## src/rtl/cpu_sequencer.sv

```systemverilog
// Multi-cycle control sequencer: walks FETCH/DECODE/EXEC/MEM/WB, handshakes with
// variable-latency instruction and data memories, and emits one-cycle datapath strobes.
module cpu_sequencer #(
    parameter int MEM_TIMEOUT = 15,
    parameter int CNT_W       = 16
) (
    input  logic             clock,
    input  logic             reset_n,
    input  logic             run,
    input  logic             step,
    output logic             imem_req,
    input  logic             imem_ready,
    output logic             ir_load,
    input  logic             dec_mem_read,
    input  logic             dec_mem_write,
    input  logic             dec_reg_write,
    input  logic             dec_comparator,
    input  logic             dec_pc_select,
    input  logic             dec_halt,
    input  logic             jump_ok,
    output logic             flag_we,
    output logic             dmem_req,
    output logic             dmem_we,
    input  logic             dmem_ready,
    output logic             reg_we,
    output logic             pc_inc,
    output logic             pc_load_rel,
    output logic [2:0]       state,
    output logic             halted,
    output logic             error,
    output logic [CNT_W-1:0] instr_count
);

    typedef enum logic [2:0] {
        S_IDLE   = 3'd0,
        S_FETCH  = 3'd1,
        S_DECODE = 3'd2,
        S_EXEC   = 3'd3,
        S_MEM    = 3'd4,
        S_WB     = 3'd5,
        S_HALT   = 3'd6,
        S_ERROR  = 3'd7
    } state_e;

    localparam int WAIT_W = (MEM_TIMEOUT < 2) ? 1 : $clog2(MEM_TIMEOUT + 1);

    state_e             state_q, state_d;
    logic               step_mode_q, step_mode_d;
    logic [WAIT_W-1:0]  wait_q, wait_d;
    logic [CNT_W-1:0]   cnt_q, cnt_d;
    logic               retire;
    logic               timeout_hit;

    // A zero MEM_TIMEOUT disables the check entirely.
    assign timeout_hit = (MEM_TIMEOUT != 0) && (wait_q == WAIT_W'(MEM_TIMEOUT - 1));

    always_comb begin
        state_d     = state_q;
        step_mode_d = step_mode_q;
        wait_d      = wait_q;
        cnt_d       = cnt_q;
        retire      = 1'b0;
        imem_req    = 1'b0;
        ir_load     = 1'b0;
        flag_we     = 1'b0;
        dmem_req    = 1'b0;
        dmem_we     = 1'b0;
        reg_we      = 1'b0;
        pc_inc      = 1'b0;
        pc_load_rel = 1'b0;

        case (state_q)
            S_IDLE: begin
                if (run || step) begin
                    state_d     = S_FETCH;
                    step_mode_d = step & ~run;
                    wait_d      = '0;
                end
            end
            S_FETCH: begin
                imem_req = 1'b1;
                if (imem_ready) begin
                    ir_load = 1'b1;
                    state_d = S_DECODE;
                end else if (timeout_hit) begin
                    state_d = S_ERROR;
                end else if (MEM_TIMEOUT != 0) begin
                    wait_d = wait_q + WAIT_W'(1);
                end
            end
            S_DECODE: begin
                if (dec_halt)
                    state_d = S_HALT;
                else if (dec_mem_read && dec_mem_write)
                    state_d = S_ERROR;
                else
                    state_d = S_EXEC;
            end
            S_EXEC: begin
                flag_we = dec_comparator;
                if (dec_mem_read || dec_mem_write) begin
                    state_d = S_MEM;
                    wait_d  = '0;
                end else if (dec_reg_write) begin
                    state_d = S_WB;
                end else begin
                    retire = 1'b1;
                end
            end
            S_MEM: begin
                dmem_req = 1'b1;
                dmem_we  = dec_mem_write;
                if (dmem_ready) begin
                    if (dec_mem_read && dec_reg_write)
                        state_d = S_WB;
                    else
                        retire = 1'b1;
                end else if (timeout_hit) begin
                    state_d = S_ERROR;
                end else if (MEM_TIMEOUT != 0) begin
                    wait_d = wait_q + WAIT_W'(1);
                end
            end
            S_WB: begin
                reg_we = 1'b1;
                retire = 1'b1;
            end
            default: ;
        endcase

        // Every completion path funnels through here so the PC strobe and count stay unique.
        if (retire) begin
            pc_load_rel = dec_pc_select & jump_ok;
            pc_inc      = ~(dec_pc_select & jump_ok);
            cnt_d       = cnt_q + CNT_W'(1);
            state_d     = (run && !step_mode_q) ? S_FETCH : S_IDLE;
            wait_d      = '0;
        end
    end

    always_ff @(posedge clock or negedge reset_n) begin
        if (!reset_n) begin
            state_q     <= S_IDLE;
            step_mode_q <= 1'b0;
            wait_q      <= '0;
            cnt_q       <= '0;
        end else begin
            state_q     <= state_d;
            step_mode_q <= step_mode_d;
            wait_q      <= wait_d;
            cnt_q       <= cnt_d;
        end
    end

    assign state       = state_q;
    assign halted      = (state_q == S_HALT);
    assign error       = (state_q == S_ERROR);
    assign instr_count = cnt_q;

endmodule

```

## config.mk

```make
export PLATFORM = sky130hd
export DESIGN_NAME = cpu_sequencer
export DESIGN_NICKNAME = d
export VERILOG_FILES = /design/src/rtl/cpu_sequencer.sv
export SDC_FILE = /design/constraint.sdc
export NUM_CORES = 1
export LEC_CHECK = 0
export BUFFER_PORTS_ARGS = -buffer_cell sky130_fd_sc_hd__clkbuf_2
export CAP_MARGIN = 20
export CORE_UTILIZATION = 55
export CTS_BUF_LIST = sky130_fd_sc_hd__clkbuf_16
export DETAILED_ROUTE_END_ITERATION = 8
export PLACE_DENSITY = 0.84
export SLEW_MARGIN = 40
export SYNTH_ARGS = -nofsm -noshare
export SYNTH_HDL_FRONTEND = slang
export SYNTH_SLANG_ARGS = --single-unit
```

## constraint.sdc

```tcl
create_clock -name clock -period 2.57 [get_ports clock]
set_clock_uncertainty 0.1 [all_clocks]
set_input_delay 0.3855 -clock clock [delete_from_list [all_inputs] [get_ports clock]]
set_output_delay 0.3855 -clock clock [all_outputs]
set_load 0.01 [all_outputs]
```

# ---- Word-level counts from Yosys, hierarchy flattened
# Index checks and enable logic that the tools add are counted.
dict set report classes {
  addsub 2
  n_eq_ne 14
  muxes 33
  n_bitwise 4
  reduce_logical 12
}
# cell count
set ops {}
lappend ops {{3-bit two-way mux} 10}
lappend ops {{4-bit two-way mux} 6}
lappend ops {{16-bit by 1-bit adder with 16-bit output (second input constant)} 1}
lappend ops {{4-bit case mux with 4 select lines} 1}
lappend ops {{3-bit case mux with 5 select lines} 1}
lappend ops {{1-bit two-way mux} 14}
lappend ops {{3-bit equality test (second input constant)} 4}
lappend ops {{3-bit != test (second input constant)} 4}
lappend ops {{4-bit != test (second input constant)} 2}
lappend ops {{3-bit by 2-bit equality test with 1-bit output (second input constant)} 2}
lappend ops {{6-bit nonzero test} 1}
lappend ops {{5-bit AND reduction} 1}
lappend ops {{5-bit nonzero test} 1}
lappend ops {{4-bit by 1-bit adder with 4-bit output (second input constant)} 1}
lappend ops {{4-bit equality test (second input constant)} 1}
lappend ops {{4-bit AND reduction} 1}
lappend ops {{3-bit by 1-bit equality test with 1-bit output (second input constant)} 1}
lappend ops {{1-bit logical AND} 3}
lappend ops {{3-bit zero test} 1}
lappend ops {{1-bit case mux with 3 select lines} 1}
lappend ops {{1-bit bitwise AND} 2}
lappend ops {{1-bit logical OR} 2}
lappend ops {{1-bit inverter} 2}
lappend ops {{2-bit AND reduction} 1}
lappend ops {{1-bit zero test} 1}
dict set report word_totals {
  regBits 24
  in_bits 13
  output_inout_bits 29
  elab_cells 69
}

# ---- Depth between registers and ports, before layout
# Gate-level depths: netlist of run 1.
dict set report depth {
  word_depth 6
  mapped_depth 6
  mapped_depth_nobuf 6
}

# ---- Least setup slack after synthesis of run 1
# OpenSTA, ideal clock, no wires.
dict set report synth_timing {
  path_kind {flip-flop to output port}
  start {register state_q[0] (netlist: state[0])}
  end {output port pc_load_rel}
  t_arrival_ns 1.379
  path_slack_ns 0.705
  path_stages_with_launch 6
  path_buffers 2
  path_cell_list {dfrtp_1 -> buf_4 -> o211ai_2 -> buf_4 -> nand2_2 -> and3_1}
}
dict set report synth_via {
  elab_chain_len 3
}
# item line
set synth_lines {}
lappend synth_lines {{from (decl)} 47} ;# state_e state_q, state_d;
lappend synth_lines {{from (signal assigned)} 148} ;# state_q <= state_d;
lappend synth_lines {{3-bit equality test or 3-bit by 2-bit equality test with 1-bit output (tied branches)} 72} ;# case (state_q)
lappend synth_lines {{1-bit case mux with 3 select lines *} 72}
lappend synth_lines {{1-bit two-way mux *} 132} ;# if (retire) begin
lappend synth_lines {{to (decl)} 27} ;# output logic pc_load_rel,
# Every way passes the cells marked *; elsewhere a longest branch is shown, timed or not.

# ---- Final worst setup path of run 1
# Ends and elaborated chain as after synthesis.

==> summary.txt, run 1 <==
status -> finished, final reports clean
Seq pwr share -> 0.451
Post-route DRC -> 0
final core occ -> 0.728
Worst Tran Pin Value -> 0.589 ns
layout cells sized above 1 -> 0.323
GRT Overall Usage -> 0.270
worst-path cell chain -> and3b_1 > nand3b_2 > nand2_2 > and3_1 > clkbuf_2
Num CTS Buffers -> 3
Max stage delay on crit path -> 0.48 ns
CP Max Fanout -> 14
clk sinks -> 24
WS Path Type -> reg -> out
Sw Pwr -> 0.143 mW
Final Cycle Share -> 0.917
synthesized area -> 0.00150 sq mm
pre-CTS WS -> 0.322 ns
Buf/Inv on CP -> 1
largest net degree at the start of global routing -> 25
CORE AREA -> 0.00252 sq mm
Slew Limit Fails -> 0
clock power share -> 0.523
wire per inst -> 16.0 microns
reg-to-reg startpoint -> state[0]
Max VDD drop -> 0.000382 V
sequential share of the synthesized area -> 0.400
PwrDens -> 457 mW/mm^2
Iteration-0 DRC Markers -> 23
relative slew slack -> 0.607
Hold WS -> 0.0206 ns
Die Height -> 54.2 microns
post-DR vias/cell -> 6.12
1st-pass router iterations -> 4
arrival time worst endpoint -> 1.87 ns
slowest CP cell -> dfrtp_2
DIE AREA -> 0.00294 sq mm
dpl cells -> 218
unrepaired setup endpoints after global routing -> false
Clock Path Buffers -> 2
Final Critical Period -> 2.36 ns
most frequent cells in the layout -> 41 x clkbuf_2, 23 x dfrtp_1, 14 x xor2_1, 13 x nand3_1, 10 x a21oi_1
Final GP Congestion -> 0.833
GRT Residual Overflow -> 0
# diodes -> 0
max-cap violation count -> 0
final hold violation count -> 0
# hold bufs at CTS -> 0
Avg Inst Size Synth -> 9.94 sq um
FF+latch count, synth -> 24
vias in the first global route -> 1,226
clk slew on worst S/H paths -> 0.06 ns
delay-heaviest family, CP -> simple AND/OR/NAND/NOR gates
WL final -> 3550 microns
Routed Antenna Nets -> 0
crit path capture type -> output port
Int Pwr -> 0.695 mW
Pleak -> 0.940 nW
H-tree Lvls -> 1
HPWL after DPL -> 2590 microns
Layout Cells excl Fill -> 222
count of unique library cells instantiated by Yosys -> 43
most common cell after layout, fill and taps aside -> clkbuf_2
Synth Net Count -> 167
PortBufs -> 41
Ports -> 42
global-route wire length before repair -> 5640 microns
HP Class -> in -> async
CP required -> 2.08 ns
Clock Latency Late Sink -> 0.26 ns
Comb power frac -> 0.026
Fin Setup TNS -> 0 ns
Starting Density -> 0.595
synth warn -> 0
Fillers -> 185
setup ws final -> 0.213 ns
Setup Fix Bufs, Post-CTS -> 0
Root Buffer -> clkbuf_16
Critical Path Source -> state[0]
f_max -> 0.424 GHz
Core Rows -> 18
width of the die -> 54.2 microns
fin nets -> 209
Worst setup SP type -> flop
setup violators final -> 0
routed vias -> 1,358
cell count after synthesis -> 151
switching share of power -> 0.171
initial antenna violation count -> 0
area grow syn2layout -> 22.4%
TritonCTS clock tree -> done
[synth_stat cells]
cell type,instances,area (sq um)
mux2i_1,2,20.0
o311ai_0,1,8.76
xnor2_1,1,8.76
and2_1,2,12.5
nand3b_1,2,15.0
o41a_1,1,11.3
o211ai_2,1,12.5
and4_1,2,17.5
nand2_1,7,26.3
a211oi_2,5,62.6
buf_4,3,22.5
o21a_1,1,7.51
xor2_1,14,123
a32oi_1,1,8.76
nor2_1,5,18.8
a221oi_1,2,17.5
mux2_1,1,11.3
nand2_2,1,6.26
ha_1,3,37.5
o211ai_1,1,7.51
nor3_1,4,20.0
o21ai_0,2,10.0
o32ai_2,1,16.3
o22a_1,1,8.76
a21boi_0,2,15.0
or3_1,1,6.26
nand3b_2,1,11.3
inv_1,7,26.3
nand3_1,13,65.1
nand2b_1,4,25.0
a21oi_1,10,50.1
a22oi_1,2,15.0
a32o_1,1,10.0
and3_1,6,37.5
nand4_1,1,6.26
a2111oi_2,3,45.0
and3b_1,1,8.76
a211oi_1,1,7.51
o22ai_1,2,12.5
clkbuf_1,3,11.3
buf_2,2,10.0
dfrtp_1,24,601
a211o_1,3,26.3
[final cells by class]
class	count	area, sq um	area share
clock buffers	3	75.1	0.0409
flip-flops and latches	24	602	0.328
repair buffers	45	235	0.128
clock inverters	1	30.0	0.0164
well taps	30	37.5	0.0204
inverters	7	26.3	0.0143
multi-input cells	112	830	0.452
[worst reg2reg max path, delay by kind of cell, from the launching register on]
kind	cells	cell delay (ns)
and+or+nand+nor	2	0.56
AOI/OAI and AO/OA	1	0.41
buffers and inverters	1	0.31
DFF	1	0.48
xor gates and xnor gates	1	0.20
[registers in the layout, indices dropped and copies added (netlist names)]
name and cells:
instr_count 16, wait_q 4, state 3, step_mode_q 1
[what timing repair did]
item,CTS,global route
endpoints found under the hold margin,0,0
resized for setup,0,1
setup endpoints to repair,0,1
[power groups by stage]
stage	clock (mW)	sequential, mW	combinational [mW]
floorplan	0	0.385	0.00230
global placement	0	0.385	0.0218
detailed placement	0	0.385	0.0220
CTS	0.444	0.378	0.0222
global route	0.461	0.377	0.0252
finish	0.438	0.378	0.0220
[path summary, 6_finish.rpt]
| kind | end | slack (ns) | cells after the start |
|---|---|---|---|
| hold reg to reg | instr_count[15] | 0.37 | 1 |
| min in group clock | step_mode_q | 0.26 | 2 |
| hold / removal | instr_count[6] | 0.02 | 1 |
| setup reg to reg | instr_count[14] | 0.43 | 5 |
| setup / recovery | pc_load_rel | 0.21 | 5 |
| max in group asynchronous | state[0] | 1.93 | 1 |
[metrics by stage]
stage / instance area [sq um] / total power [mW]
after floorplan: 1500 / 0.387
after global placement: 1730 / 0.407
after detailed placement: 1730 / 0.407
after CTS: 1830 / 0.844
after global routing: 1840 / 0.863
final: 1840 / 0.838
[kinds of logic (layout without fill, tap and decap cells)]
kind of cell	Yosys count	in the layout	synth area share
adders and majority gates	3	3	0.0250
and+or+nand+nor	50	50	0.184
DFF	24	24	0.400
buffers and inverters	15	56	0.0467
AOI/OAI and AO/OA	41	41	0.235
muxes	3	3	0.0209
xor gates and xnor gates	15	15	0.0876
[metal layers]
layer	GRT usage	up-vias	routed length, microns
li1	-	643	-
met1	0.341	661	1540
met2	0.459	49	1780
met3	0.0444	5	177
met4	0.107	0	51
met5	0	-	0
Note: power is estimated with default switching activity, not from simulation.
==> run 2, diff against run 1 <==
--- a/config.mk
+++ b/config.mk
@@ -5,12 +5,13 @@
 export SDC_FILE = /design/constraint.sdc
 export NUM_CORES = 1
 export LEC_CHECK = 0
+export ABC_AREA = 1
 export BUFFER_PORTS_ARGS = -buffer_cell sky130_fd_sc_hd__clkbuf_2
 export CAP_MARGIN = 20
 export CORE_UTILIZATION = 55
 export CTS_BUF_LIST = sky130_fd_sc_hd__clkbuf_16
 export DETAILED_ROUTE_END_ITERATION = 8
-export PLACE_DENSITY = 0.84
+export PLACE_DENSITY = 0.83
 export SLEW_MARGIN = 40
 export SYNTH_ARGS = -nofsm -noshare
 export SYNTH_HDL_FRONTEND = slang
==> run 2 against run 1 <==
  * Critical path depth up 3
  * Largest power group is now registers
  * Register-to-register slack gained 0.38 ns
  * Sequential share of layout area fell by 0.83 points
  * Critical endpoint is now pc_inc
  * Fmax increased by 0.76%
  * Sequential power increased by 2%
  * Area after synthesis rose by 7.3%
  * Combinational power is 54% higher
  * Synthesized cell count up 46%
  * Highest routed layer unchanged
==> summary.txt, run 2 <==
# hold bufs at CTS -> 0 (unchanged)
PortBufs -> 41 (unchanged)
setup violators final -> 0 (unchanged)
most common cell after layout, fill and taps aside -> nand2_1
post-DR vias/cell -> 5.15 (-16%)
Core Rows -> 19 (+1)
routed vias -> 1,498 (+10%)
unrepaired setup endpoints after global routing -> false
GRT Residual Overflow -> 0 (unchanged)
Final Critical Period -> 2.34 ns (-0.0177 ns)
relative slew slack -> 0.607 (about the same)
1st-pass router iterations -> 4 (unchanged)
Clock Latency Late Sink -> 0.25 ns (about the same)
top post-synthesis cells by area -> dfrtp_1 37%, nand2_1 15%, nor2_1 6.3%, inv_1 5.8%, nand3_1 4.4%
Pleak -> 1.03 nW (+9.1%)
sequential share of the synthesized area -> 0.373 (-0.0271)
f_max -> 0.428 GHz (+0.76%)
layout cells sized above 1 -> 0.242 (-0.0806)
Comb power frac -> 0.045 (+0.019)
global-route wire length before repair -> 5800 microns (+2.8%)
most frequent cells in the layout -> 66 x nand2_1, 41 x clkbuf_2, 27 x nor2_1, 25 x inv_1, 24 x dfrtp_1
top cell type's share of synthesized area -> 0.373 (-0.0271)
FF+latch count, synth -> 24 (unchanged)
switching share of power -> 0.197 (+0.0258)
Fin Setup TNS -> 0 ns (unchanged)
Clock Path Buffers -> 2 (unchanged)
wire per inst -> 11.7 microns (-27%)
Synth Net Count -> 236 (+41%)
Sw Pwr -> 0.147 mW (+2.8%)
synth cell count leaders -> 66 x nand2_1, 27 x nor2_1, 25 x inv_1, 24 x dfrtp_1, 14 x nand3_1
TritonCTS clock tree -> done
Worst Tran Pin Value -> 0.590 ns (+0.000758 ns)
HP Class -> in -> async
final hold violation count -> 0 (unchanged)
synthesized area -> 0.00161 sq mm (+7.3%)
fin nets -> 277 (+33%)
clk slew on worst S/H paths -> 0.06 ns (about the same)
Avg Inst Size Synth -> 7.31 sq um (-26%)
Int Pwr -> 0.602 mW (-13%)
vias in the first global route -> 1,388 (+13%)
DIE AREA -> 0.00315 sq mm (+7.0%)
Seq pwr share -> 0.513 (+0.062)
WS Path Type -> reg -> out
Final Cycle Share -> 0.910 (-0.00690)
Pwr Total -> 0.749 mW (-11%)
max-cap violation count -> 0 (unchanged)
top-count cell post-synth -> nand2_1
reg-to-reg startpoint -> state[0]
Worst setup SP type -> flop
Num CTS Buffers -> 3 (unchanged)
# diodes -> 0 (unchanged)
Async SR Flop Fraction -> 1.00 (unchanged)
Slew Limit Fails -> 0 (unchanged)
arrival time worst endpoint -> 1.85 ns (-0.02 ns)
CP Max Fanout -> 20 (+6)
CORE AREA -> 0.00276 sq mm (+9.3%)
Iteration-0 DRC Markers -> 82 (+260%)
Fillers -> 260 (+41%)
top_reg_cell synth -> dfrtp_1
PwrDens -> 398 mW/mm^2 (-13%)
CP required -> 2.08 ns (about the same)
synth warn -> 0 (unchanged)
r2r setup slk -> 0.81 ns (+0.38 ns)
largest net degree at the start of global routing -> 25 (unchanged)
count of unique library cells instantiated by Yosys -> 30 (-30%)
Ports -> 42 (unchanged)
number of flops mapped to enable cells by yosys -> 0 (unchanged)
pre-CTS WS -> 0.522 ns (+0.200 ns)
crit path capture type -> output port
status -> finished, final reports clean
setup ws final -> 0.231 ns (+0.0177 ns)
Post-route DRC -> 0 (unchanged)
Largest register FFs -> 16 (unchanged)
Max VDD drop -> 0.000546 V (+43%)
width of the die -> 56.1 microns (+3.4%)
H-tree Lvls -> 1 (unchanged)
Setup Fix Bufs, Post-CTS -> 0 (unchanged)
WL final -> 3400 microns (-4.4%)
clock power share -> 0.442 (-0.081)
GRT Overall Usage -> 0.231 (-0.0391)
HPWL after DPL -> 2540 microns (-1.8%)
initial antenna violation count -> 0 (unchanged)
Routed Antenna Nets -> 0 (unchanged)
clk sinks -> 24 (unchanged)
Root Buffer -> clkbuf_16
RR Endpoint -> instr_count[9]
Final GP Congestion -> 0.840 (+0.85%)
post-CTS resize count -> 0 (unchanged)
area grow syn2layout -> 16.8%
FF-to-FF path depth -> 8 (+3)
Die Height -> 56.1 microns (+3.4%)
cell count after synthesis -> 220 (+46%)
Starting Density -> 0.583 (-0.0113)
area leader, netlist -> dfrtp_1
==> run 2: worst max-delay path by stage <==
stage / start / to / slack [ns] / cells after the start
floorplan: state[0] / pc_inc / 0.71 / 9
global placement: state[0] / pc_inc / 0.58 / 8
detailed placement: state[0] / pc_inc / 0.52 / 8
CTS: state[0] / pc_inc / 0.25 / 8
global route: state[0] / pc_inc / 0.09 / 7
finish: state[0] / pc_inc / 0.23 / 8
==> run 2: metal layers <==
layer / routed length (microns) / vias to the layer above / track usage / part of all wire
met3: 172 / 4 / 0.0512 / 0.051
met2: 1630 / 45 / 0.395 / 0.48
met4: 38 / 0 / 0.0523 / 0.011
li1: - / 766 / - / -
met5: 0 / - / 0 / 0
met1: 1560 / 683 / 0.300 / 0.46
==> run 2: cell families (layout without fill, tap and decap cells) <==
group | Yosys count | count (layout) | synth area share
buffers and inverters | 32 | 72 | 0.0972
AND/OR/NAND/NOR | 132 | 132 | 0.374
flip-flops | 24 | 24 | 0.373
XOR/XNOR | 14 | 14 | 0.0762
AO/OA/AOI/OAI | 15 | 15 | 0.0560
adder cells (fa/ha/maj) | 3 | 3 | 0.0233
==> run 2: worst max-delay path, stage by stage (launching register included) <==
cell	delay [ns]
dfrtp_1	0.51
nor2_4	0.17
nand2_2	0.11
nor2_2	0.14
nor2_4	0.05
nand2_4	0.19
inv_4	0.14
a21oi_1	0.14
clkbuf_2	0.15
==> run 2: area by class of cell <==
| type | instances | area, sq um | share of cell area |
|---|---|---|---|
| flip-flops and latches | 24 | 601 | 0.320 |
| clock buffers | 3 | 75.1 | 0.0399 |
| multi-input cells | 164 | 852 | 0.453 |
| repair buffers | 41 | 205 | 0.109 |
| well taps | 31 | 38.8 | 0.0206 |
| inverters | 27 | 104 | 0.0553 |
| clock inverters | 1 | 3.75 | 0.00200 |
==> run 2: per-stage QoR <==
stage / hold slack, ns / util / instances / area (sq um)
after detailed placement: 0.316 / 0.653 / 287 / 1800
after global placement: 0.319 / 0.653 / 287 / 1800
after CTS: 0.0510 / 0.681 / 291 / 1880
after global routing: 0.0803 / 0.681 / 291 / 1880
after floorplan: -0.0101 / - / 220 / 1610
final: 0.0246 / 0.681 / 291 / 1880
==> run 2: power groups by stage <==
stage                     registers [mW]  clock network [mW]  logic (mW)
after floorplan                    0.392                   0     0.00948
after global placement             0.391                   0      0.0341
after detailed placement           0.391                   0      0.0346
after CTS                          0.384               0.339      0.0349
after global routing               0.384               0.352      0.0396
final                              0.384               0.331      0.0338
